$ cat src/rtl/mmio_pkg.sv
// Shared constants and types for the memory-mapped UART transmitter:
// default register addresses, status bit positions and shifter FSM states.
package mmio_pkg;

  localparam logic [31:0] TXDATA_ADDR_DEF = 32'hFFFF_FFF0;
  localparam logic [31:0] STATUS_ADDR_DEF = 32'hFFFF_FFF4;

  localparam int STAT_BUSY_BIT = 0;
  localparam int STAT_FULL_BIT = 1;
  localparam int STAT_OVF_BIT  = 2;

  typedef enum logic [1:0] {
    IDLE  = 2'd0,
    START = 2'd1,
    DATA  = 2'd2,
    STOP  = 2'd3
  } tx_state_e;

  function automatic logic [31:0] status_word(input logic ovf, input logic full,
                                              input logic busy);
    logic [31:0] w;
    w                = '0;
    w[STAT_OVF_BIT]  = ovf;
    w[STAT_FULL_BIT] = full;
    w[STAT_BUSY_BIT] = busy;
    return w;
  endfunction

endpackage

$ cat src/rtl/uart_tx_fifo.sv
// Transmit byte queue. UART_TX_FIFO_EN selects a 4-entry circular FIFO;
// otherwise a single holding register. A pop frees its slot for a same-edge push.
module uart_tx_fifo (
  input  logic       clk,
  input  logic       reset,
  input  logic       push,
  input  logic       pop,
  input  logic [7:0] din,
  output logic [7:0] data,
  output logic       full,
  output logic       empty
);

`ifdef UART_TX_FIFO_EN
  logic [7:0] mem [4];
  logic [1:0] wr_ptr, rd_ptr;
  logic [2:0] count;
  logic       do_push, do_pop;

  assign do_pop  = pop && !empty;
  assign do_push = push && (!full || do_pop);

  // NOTE: the storage array has no reset; an entry is only read after a push wrote it.
  always_ff @(posedge clk) begin
    if (do_push) mem[wr_ptr] <= din;
  end

  always_ff @(posedge clk or posedge reset) begin
    if (reset) begin
      wr_ptr <= '0;
      rd_ptr <= '0;
      count  <= '0;
    end else begin
      if (do_push) wr_ptr <= wr_ptr + 2'd1;
      if (do_pop)  rd_ptr <= rd_ptr + 2'd1;
      count <= count + 3'(do_push) - 3'(do_pop);
    end
  end

  assign data  = mem[rd_ptr];
  assign full  = (count == 3'd4);
  assign empty = (count == 3'd0);
`else
  logic [7:0] hold;
  logic       valid;
  logic       do_push, do_pop;

  assign do_pop  = pop && valid;
  assign do_push = push && (!valid || do_pop);

  always_ff @(posedge clk or posedge reset) begin
    if (reset) begin
      hold  <= '0;
      valid <= 1'b0;
    end else begin
      if (do_push) hold <= din;
      if (do_push)     valid <= 1'b1;
      else if (do_pop) valid <= 1'b0;
    end
  end

  assign data  = hold;
  assign full  = valid;
  assign empty = !valid;
`endif

endmodule

$ cat src/rtl/mmio_uart_tx.sv
// Memory-mapped UART transmitter: stores to TXDATA_ADDR queue bytes, loads from
// STATUS_ADDR return {overflow, full, busy}. Queue depth set by UART_TX_FIFO_EN.
module mmio_uart_tx
  import mmio_pkg::*;
#(
  parameter int          CLKS_PER_BIT = 16,
  parameter logic [31:0] TXDATA_ADDR  = TXDATA_ADDR_DEF,
  parameter logic [31:0] STATUS_ADDR  = STATUS_ADDR_DEF
) (
  input  logic        clk,
  input  logic        reset,
  input  logic [31:0] address,
  input  logic [31:0] dataIn,
  input  logic        memWrite,
  input  logic        memRead,
  output logic [31:0] dataOut,
  output logic        tx,
  output logic        busy
);

  localparam int              CNT_W    = $clog2(CLKS_PER_BIT);
  localparam logic [CNT_W-1:0] CNT_LAST = CNT_W'(CLKS_PER_BIT - 1);

  tx_state_e        state, state_next;
  logic [CNT_W-1:0] cnt, cnt_next;
  logic [2:0]       bit_idx, bit_idx_next;
  logic [7:0]       shift, shift_next;
  logic             bit_done;
  logic             push_req, status_rd, ovf_set, overflow;
  logic             fifo_pop, fifo_full, fifo_empty;
  logic [7:0]       fifo_data;
  logic             unused_data_hi;

  assign unused_data_hi = ^dataIn[31:8];

  assign push_req  = memWrite && (address == TXDATA_ADDR);
  assign status_rd = memRead && (address == STATUS_ADDR);
  assign ovf_set   = push_req && fifo_full && !fifo_pop;
  assign bit_done  = (cnt == CNT_LAST);
  assign busy      = (state != IDLE) || !fifo_empty;

  uart_tx_fifo u_fifo (
    .clk   (clk),
    .reset (reset),
    .push  (push_req),
    .pop   (fifo_pop),
    .din   (dataIn[7:0]),
    .data  (fifo_data),
    .full  (fifo_full),
    .empty (fifo_empty)
  );

  // NOTE: state registers use non-blocking assignments so every flop samples pre-edge values.
  always_ff @(posedge clk or posedge reset) begin
    if (reset) begin
      state   <= IDLE;
      cnt     <= '0;
      bit_idx <= '0;
      shift   <= '0;
    end else begin
      state   <= state_next;
      cnt     <= cnt_next;
      bit_idx <= bit_idx_next;
      shift   <= shift_next;
    end
  end

  // NOTE: every output of this block gets a default first so no latch is inferred.
  always_comb begin
    state_next   = state;
    cnt_next     = cnt;
    bit_idx_next = bit_idx;
    shift_next   = shift;
    fifo_pop     = 1'b0;
    tx           = 1'b1;
    if (state != IDLE) cnt_next = bit_done ? '0 : cnt + CNT_W'(1);
    unique case (state)
      IDLE: begin
        if (!fifo_empty) begin
          fifo_pop   = 1'b1;
          shift_next = fifo_data;
          cnt_next   = '0;
          state_next = START;
        end
      end
      START: begin
        tx = 1'b0;
        if (bit_done) begin
          bit_idx_next = '0;
          state_next   = DATA;
        end
      end
      DATA: begin
        tx = shift[0];
        if (bit_done) begin
          shift_next   = shift >> 1;
          bit_idx_next = bit_idx + 3'd1;
          if (bit_idx == 3'd7) state_next = STOP;
        end
      end
      STOP: begin
        // Chain straight into the next frame so back-to-back bytes have no idle gap.
        if (bit_done) begin
          if (!fifo_empty) begin
            fifo_pop   = 1'b1;
            shift_next = fifo_data;
            state_next = START;
          end else begin
            state_next = IDLE;
          end
        end
      end
      default: state_next = IDLE;
    endcase
  end

  // Overflow set by a dropped push outranks the clear from a same-edge status read.
  always_ff @(posedge clk or posedge reset) begin
    if (reset) begin
      overflow <= 1'b0;
      dataOut  <= '0;
    end else begin
      if (ovf_set)        overflow <= 1'b1;
      else if (status_rd) overflow <= 1'b0;
      dataOut <= status_rd ? status_word(overflow, fifo_full, busy) : 32'h0;
    end
  end

endmodule

$ cat config.mk
export PLATFORM = sky130hd
export DESIGN_NAME = mmio_uart_tx
export DESIGN_NICKNAME = d
export VERILOG_FILES = /design/src/rtl/mmio_pkg.sv /design/src/rtl/uart_tx_fifo.sv /design/src/rtl/mmio_uart_tx.sv
export SDC_FILE = /design/constraint.sdc
export NUM_CORES = 1
export LEC_CHECK = 0
export CAP_MARGIN = 20
export CORE_MARGIN = 2
export CORE_UTILIZATION = 34
export DETAILED_ROUTE_END_ITERATION = 7
export HOLD_SLACK_MARGIN = 0.12
export PLACE_DENSITY = 0.76
export SKIP_LAST_GASP = 1
export SLEW_MARGIN = 0
export SYNTH_ARGS = -nofsm -noshare
export SYNTH_HDL_FRONTEND = slang
export SYNTH_SLANG_ARGS = --single-unit
$ cat constraint.sdc
create_clock -name clk -period 1.8 [get_ports clk]
set_input_delay 0.27 -clock clk [delete_from_list [all_inputs] [get_ports clk]]
set_output_delay 0.27 -clock clk [all_outputs]
set_load 0.05 [all_outputs]
==> results.md, run 1 <==
| Step | Parameter | Value |
| --- | --- | --- |
| yosys | Synth area leaders | sky130_fd_sc_hd__dfrtp_1 43%, sky130_fd_sc_hd__buf_4 13%, sky130_fd_sc_hd__ha_1 6.5% |
| power | Internal power | 1.06 mW |
| routing | DR pass1 iterations | 4 |
| yosys | Top-area cell type share of the netlist area | 0.433 |
| sta | Min Hold Slack | 365 ps |
| clocking | Number of CTS-inserted buffers | 5 |
| sta | Setup-violating endpoint count in the final report | 0 |
| final layout | Final non-filler cell area | 0.00245 sq mm |
| final layout | Fill count | 452 |
| clocking | Master cell of the clock root buffer | sky130_fd_sc_hd__clkbuf_8 |
| routing | Detailed Route Iter0 Violations | 40 |
| power | Static power due to leakage | 1.17 nW |
| yosys | Synthesized area divided by synthesized cell count | 10.4 sq um |
| clocking | CTS tree | done |
| die | Number of cell rows | 25 |
| die | Height of the die | 75.4 microns |
| yosys | Count of cell types in the netlist | 34 |
| critical path | Path depth of the worst reg2reg path | 5 |
| clocking | Skew-Pair Late Insertion Delay | 280 ps |
| routing | Wire length after detailed routing | 3420 microns |
| global route | Number of antenna violations at the first check in global routing | 0 |
| final layout | Most frequent cells in the layout | 42 x sky130_fd_sc_hd__clkdlybuf4s50_1, 29 x sky130_fd_sc_hd__conb_1, 29 x sky130_fd_sc_hd__dfrtp_1 |
| routing | Average via count per standard cell | 4.49 |
| sta | Ratio of final minimum period to clock period | 0.970 |
| place | Placed inst area | 0.00228 sq mm |
| critical path | Terminus of the critical flop-to-flop path | u_fifo.data[4] |
| sta | Setup repair after global routing missed its margin | true |
| place | Routability-driven placement congestion ratio | 0.806 |
| final layout | Layout Utilization | 0.509 |
| critical path | Endpoint kind of the worst setup timing path | output port |
| power | Combinational power share | 0.167 |
| power | Fraction of power spent switching nets | 0.273 |
| critical path | WP data arrival | 1480 ps |
| critical path | Crit path largest cell delay | 410 ps |
| yosys | Synth warn | 0 |
| die | Die Outline Area | 0.00569 sq mm |
| power | Power density normalized to cell area | 598 mW/mm^2 |
| place | Instance count after placement with tap cells included | 289 |
| global route | Maximum number of pins on one net before global-route repair | 31 |
| sta | Setup_tns | 0 ps |
| power | Clock network power share | 0.373 |
| yosys | Post-synth design cell area | 0.00173 sq mm |
| power | VDD IR-drop max | 0.439 mV |
| critical path | Critical path data required time | 1530 ps |
| place | Post-DP HPWL | 2600 microns |
| final layout | Synthesis-to-layout area growth | 41.3% |
| yosys | Gate Count Post-Synth | 167 |
| global route | Total gr overflow | 0 |
| sta | Highest clock rate | 572 MHz |
| clocking | Quantity of hold-fixing buffers added after cts | 0 |
| clocking | Clock-pin slew on the worst setup and hold paths | 60 ps |
| critical path | Largest fanout on the critical path | 10 |
| die | Num ports | 102 |
| yosys | Cell type with the highest aggregate area in the netlist | sky130_fd_sc_hd__dfrtp_1 |
| power | Switching Power | 0.400 mW |
| critical path | Ordered cell list for the critical path | inv_2 > ha_4 > mux2i_4 > buf_12 |
| sta | Layout Skew | 4.58 ps |
| routing | Wire length per cell | 11.4 microns |
| status | Status | finished clean |
| hold path | Path category of the worst min-delay check | in -> async |
| final layout | Most common cell after layout, fill and taps aside | sky130_fd_sc_hd__clkdlybuf4s50_1 |
| final layout | Filler-free cell count of the finished design | 300 |
| die | Die width | 75.4 microns |
| sta | Hold Vio Cnt, Final | 0 |
| critical path | Slack of the worst reg-to-reg path | 60 ps |
| die | Effective utilization at floorplan | 0.360 |
| global route | Via count of the first global-routing pass | 1344 |
| final layout | Antenna fix cells | 0 |
| clocking | Buffer levels on the longest clock path | 2 |
| sta | Number of pins with negative max-slew slack in the final report | 0 |
| sta | Period minus WS final | 1750 ps |
| die | Placeable core area | 0.00482 sq mm |
| clocking | Count of H-tree levels built during CTS | 2 |
| global route | Total routing resource utilization after global routing | 0.133 |
| final layout | Fraction of layout instances using a drive strength above 1 | 0.210 |
| critical path | CP Launch Type | flop |
| clocking | Sinks on Clock Net | 30 |
| place | Number of buffers added on ports | 48 |
| yosys | Sequential element share of the synthesized area | 0.433 |
| final layout | Nets | 309 |
| critical path | Startpoint of the lowest-slack register-to-register path | state[1] |
| routing | Total DRC errors in the routed layout | 0 |
| critical path | Classification of the worst setup path | reg -> out |
| routing | Final ANT Viol Nets | 0 |
| critical path | Crit path max-delay cell type | sky130_fd_sc_hd__dfrtp_1 |
| routing | Vias | 1346 |
| job | Max cap viols | 0 |
| power | Part of the power in registers | 0.460 |
| global route | Global-route wire length before repair | 5660 microns |
| yosys | Register bit total from synthesis | 30 |
registers in the layout, indices dropped and copies added (netlist names):
register,count
u_fifo.data,8
state,2
dataOut,3
shift,8
u_fifo.full,1
cnt,4
overflow,1
bit_idx,3
cells in the mapped netlist:
library cell / instances
sky130_fd_sc_hd__nand2_1: 6
sky130_fd_sc_hd__nor4_1: 1
sky130_fd_sc_hd__nand4_1: 7
sky130_fd_sc_hd__nand4_4: 1
sky130_fd_sc_hd__nor2b_1: 2
sky130_fd_sc_hd__and3_1: 1
sky130_fd_sc_hd__nand3_1: 2
sky130_fd_sc_hd__o2bb2ai_1: 1
sky130_fd_sc_hd__a21o_1: 1
sky130_fd_sc_hd__a211oi_1: 1
sky130_fd_sc_hd__a21oi_1: 10
sky130_fd_sc_hd__a22o_1: 1
sky130_fd_sc_hd__buf_1: 1
sky130_fd_sc_hd__nor4_4: 1
sky130_fd_sc_hd__inv_1: 10
sky130_fd_sc_hd__a32o_1: 2
sky130_fd_sc_hd__a2bb2oi_1: 1
sky130_fd_sc_hd__o31ai_1: 1
sky130_fd_sc_hd__nand4b_1: 1
sky130_fd_sc_hd__mux2_2: 9
sky130_fd_sc_hd__a41oi_1: 1
sky130_fd_sc_hd__o21ai_0: 9
sky130_fd_sc_hd__conb_1: 1
sky130_fd_sc_hd__o21bai_1: 1
sky130_fd_sc_hd__or4b_4: 1
sky130_fd_sc_hd__ha_1: 9
sky130_fd_sc_hd__buf_2: 1
sky130_fd_sc_hd__dfrtp_1: 30
sky130_fd_sc_hd__buf_4: 29
sky130_fd_sc_hd__mux2i_1: 8
sky130_fd_sc_hd__nor2_1: 13
sky130_fd_sc_hd__clkbuf_1: 2
sky130_fd_sc_hd__o221a_2: 1
sky130_fd_sc_hd__nand3b_1: 1
per-layer routing:
layer | share of wire | GRT usage | vias up
li1 | - | - | 652
met5 | 0 | 0 | -
met4 | 0.021 | 0.0565 | 0
met1 | 0.36 | 0.133 | 616
met2 | 0.55 | 0.253 | 70
met3 | 0.076 | 0.0410 | 8
worst max-delay path, delay by kind of cell (launching register included):
family	cells	cell delay, ps
mux	1	270
fa+ha+maj	1	230
buf+inv	2	300
flops	1	410
final cells by class:
cell class / instances / area (sq um) / area share
Clock inverter: 1 / 5.00 / 0.00204
Clock buffer: 7 / 86.3 / 0.0352
Sequential cell: 30 / 752 / 0.307
Timing Repair Buffer: 63 / 596 / 0.243
Multi-Input combinational cell: 122 / 890 / 0.363
Inverter: 10 / 37.5 / 0.0153
Tap cell: 67 / 83.8 / 0.0342
stage by stage:
step,setup WS (ps),power [mW]
finish,53.1,1.46
global route,-18.9,1.52
CTS,7.29,1.48
detailed placement,-443,0.934
global placement,-381,0.933
floorplan,1.71,0.884
power by group through the flow:
stage	Sequential [mW]	Clock (mW)	Combinational [mW]
2_1_floorplan	0.687	0	0.197
3_3_place_gp	0.687	0	0.246
3_5_place_dp	0.687	0	0.247
4_1_cts	0.674	0.559	0.245
5_1_grt	0.674	0.591	0.259
6_report	0.674	0.546	0.244
logic make-up after synthesis:
logic type | share of synthesized area
adders and majority gates | 0.0649
other | 0.00216
DFF | 0.433
buffers and inverters | 0.157
muxes | 0.105
AOI/OAI and AO/OA | 0.110
and+or+nand+nor | 0.128
repair_timing:
item / 4_1_cts / 5_1_grt
pin swaps: 3 / 2
setup buffers: 1 / 2
setup endpoints to repair: 13 / 3
hold endpoints to repair: 0 / 0
resized for setup: 13 / 7
worst max path at each step:
stage	from	endpoint	slack, ps	cells past startpoint
after floorplan	state[0]	state[0]	2	7
after global placement	address[1]	u_fifo.data[0]	-380	5
after detailed placement	address[1]	u_fifo.data[5]	-440	5
after CTS	state[1]	busy	7	5
after global routing	state[0]	tx	-20	4
final	state[0]	tx	50	4
Power figures use the tool's default switching activity.
==> inputs of run 2 (changes only) <==
--- a/config.mk
+++ b/config.mk
@@ -9,7 +9,7 @@
 export CORE_MARGIN = 2
 export CORE_UTILIZATION = 34
 export DETAILED_ROUTE_END_ITERATION = 7
-export HOLD_SLACK_MARGIN = 0.12
+export HOLD_SLACK_MARGIN = 0.08
 export PLACE_DENSITY = 0.76
 export SKIP_LAST_GASP = 1
 export SLEW_MARGIN = 0
==> results of run 2 <==
Same layout as run 1: the final DEF is identical, and so are final timing and power.
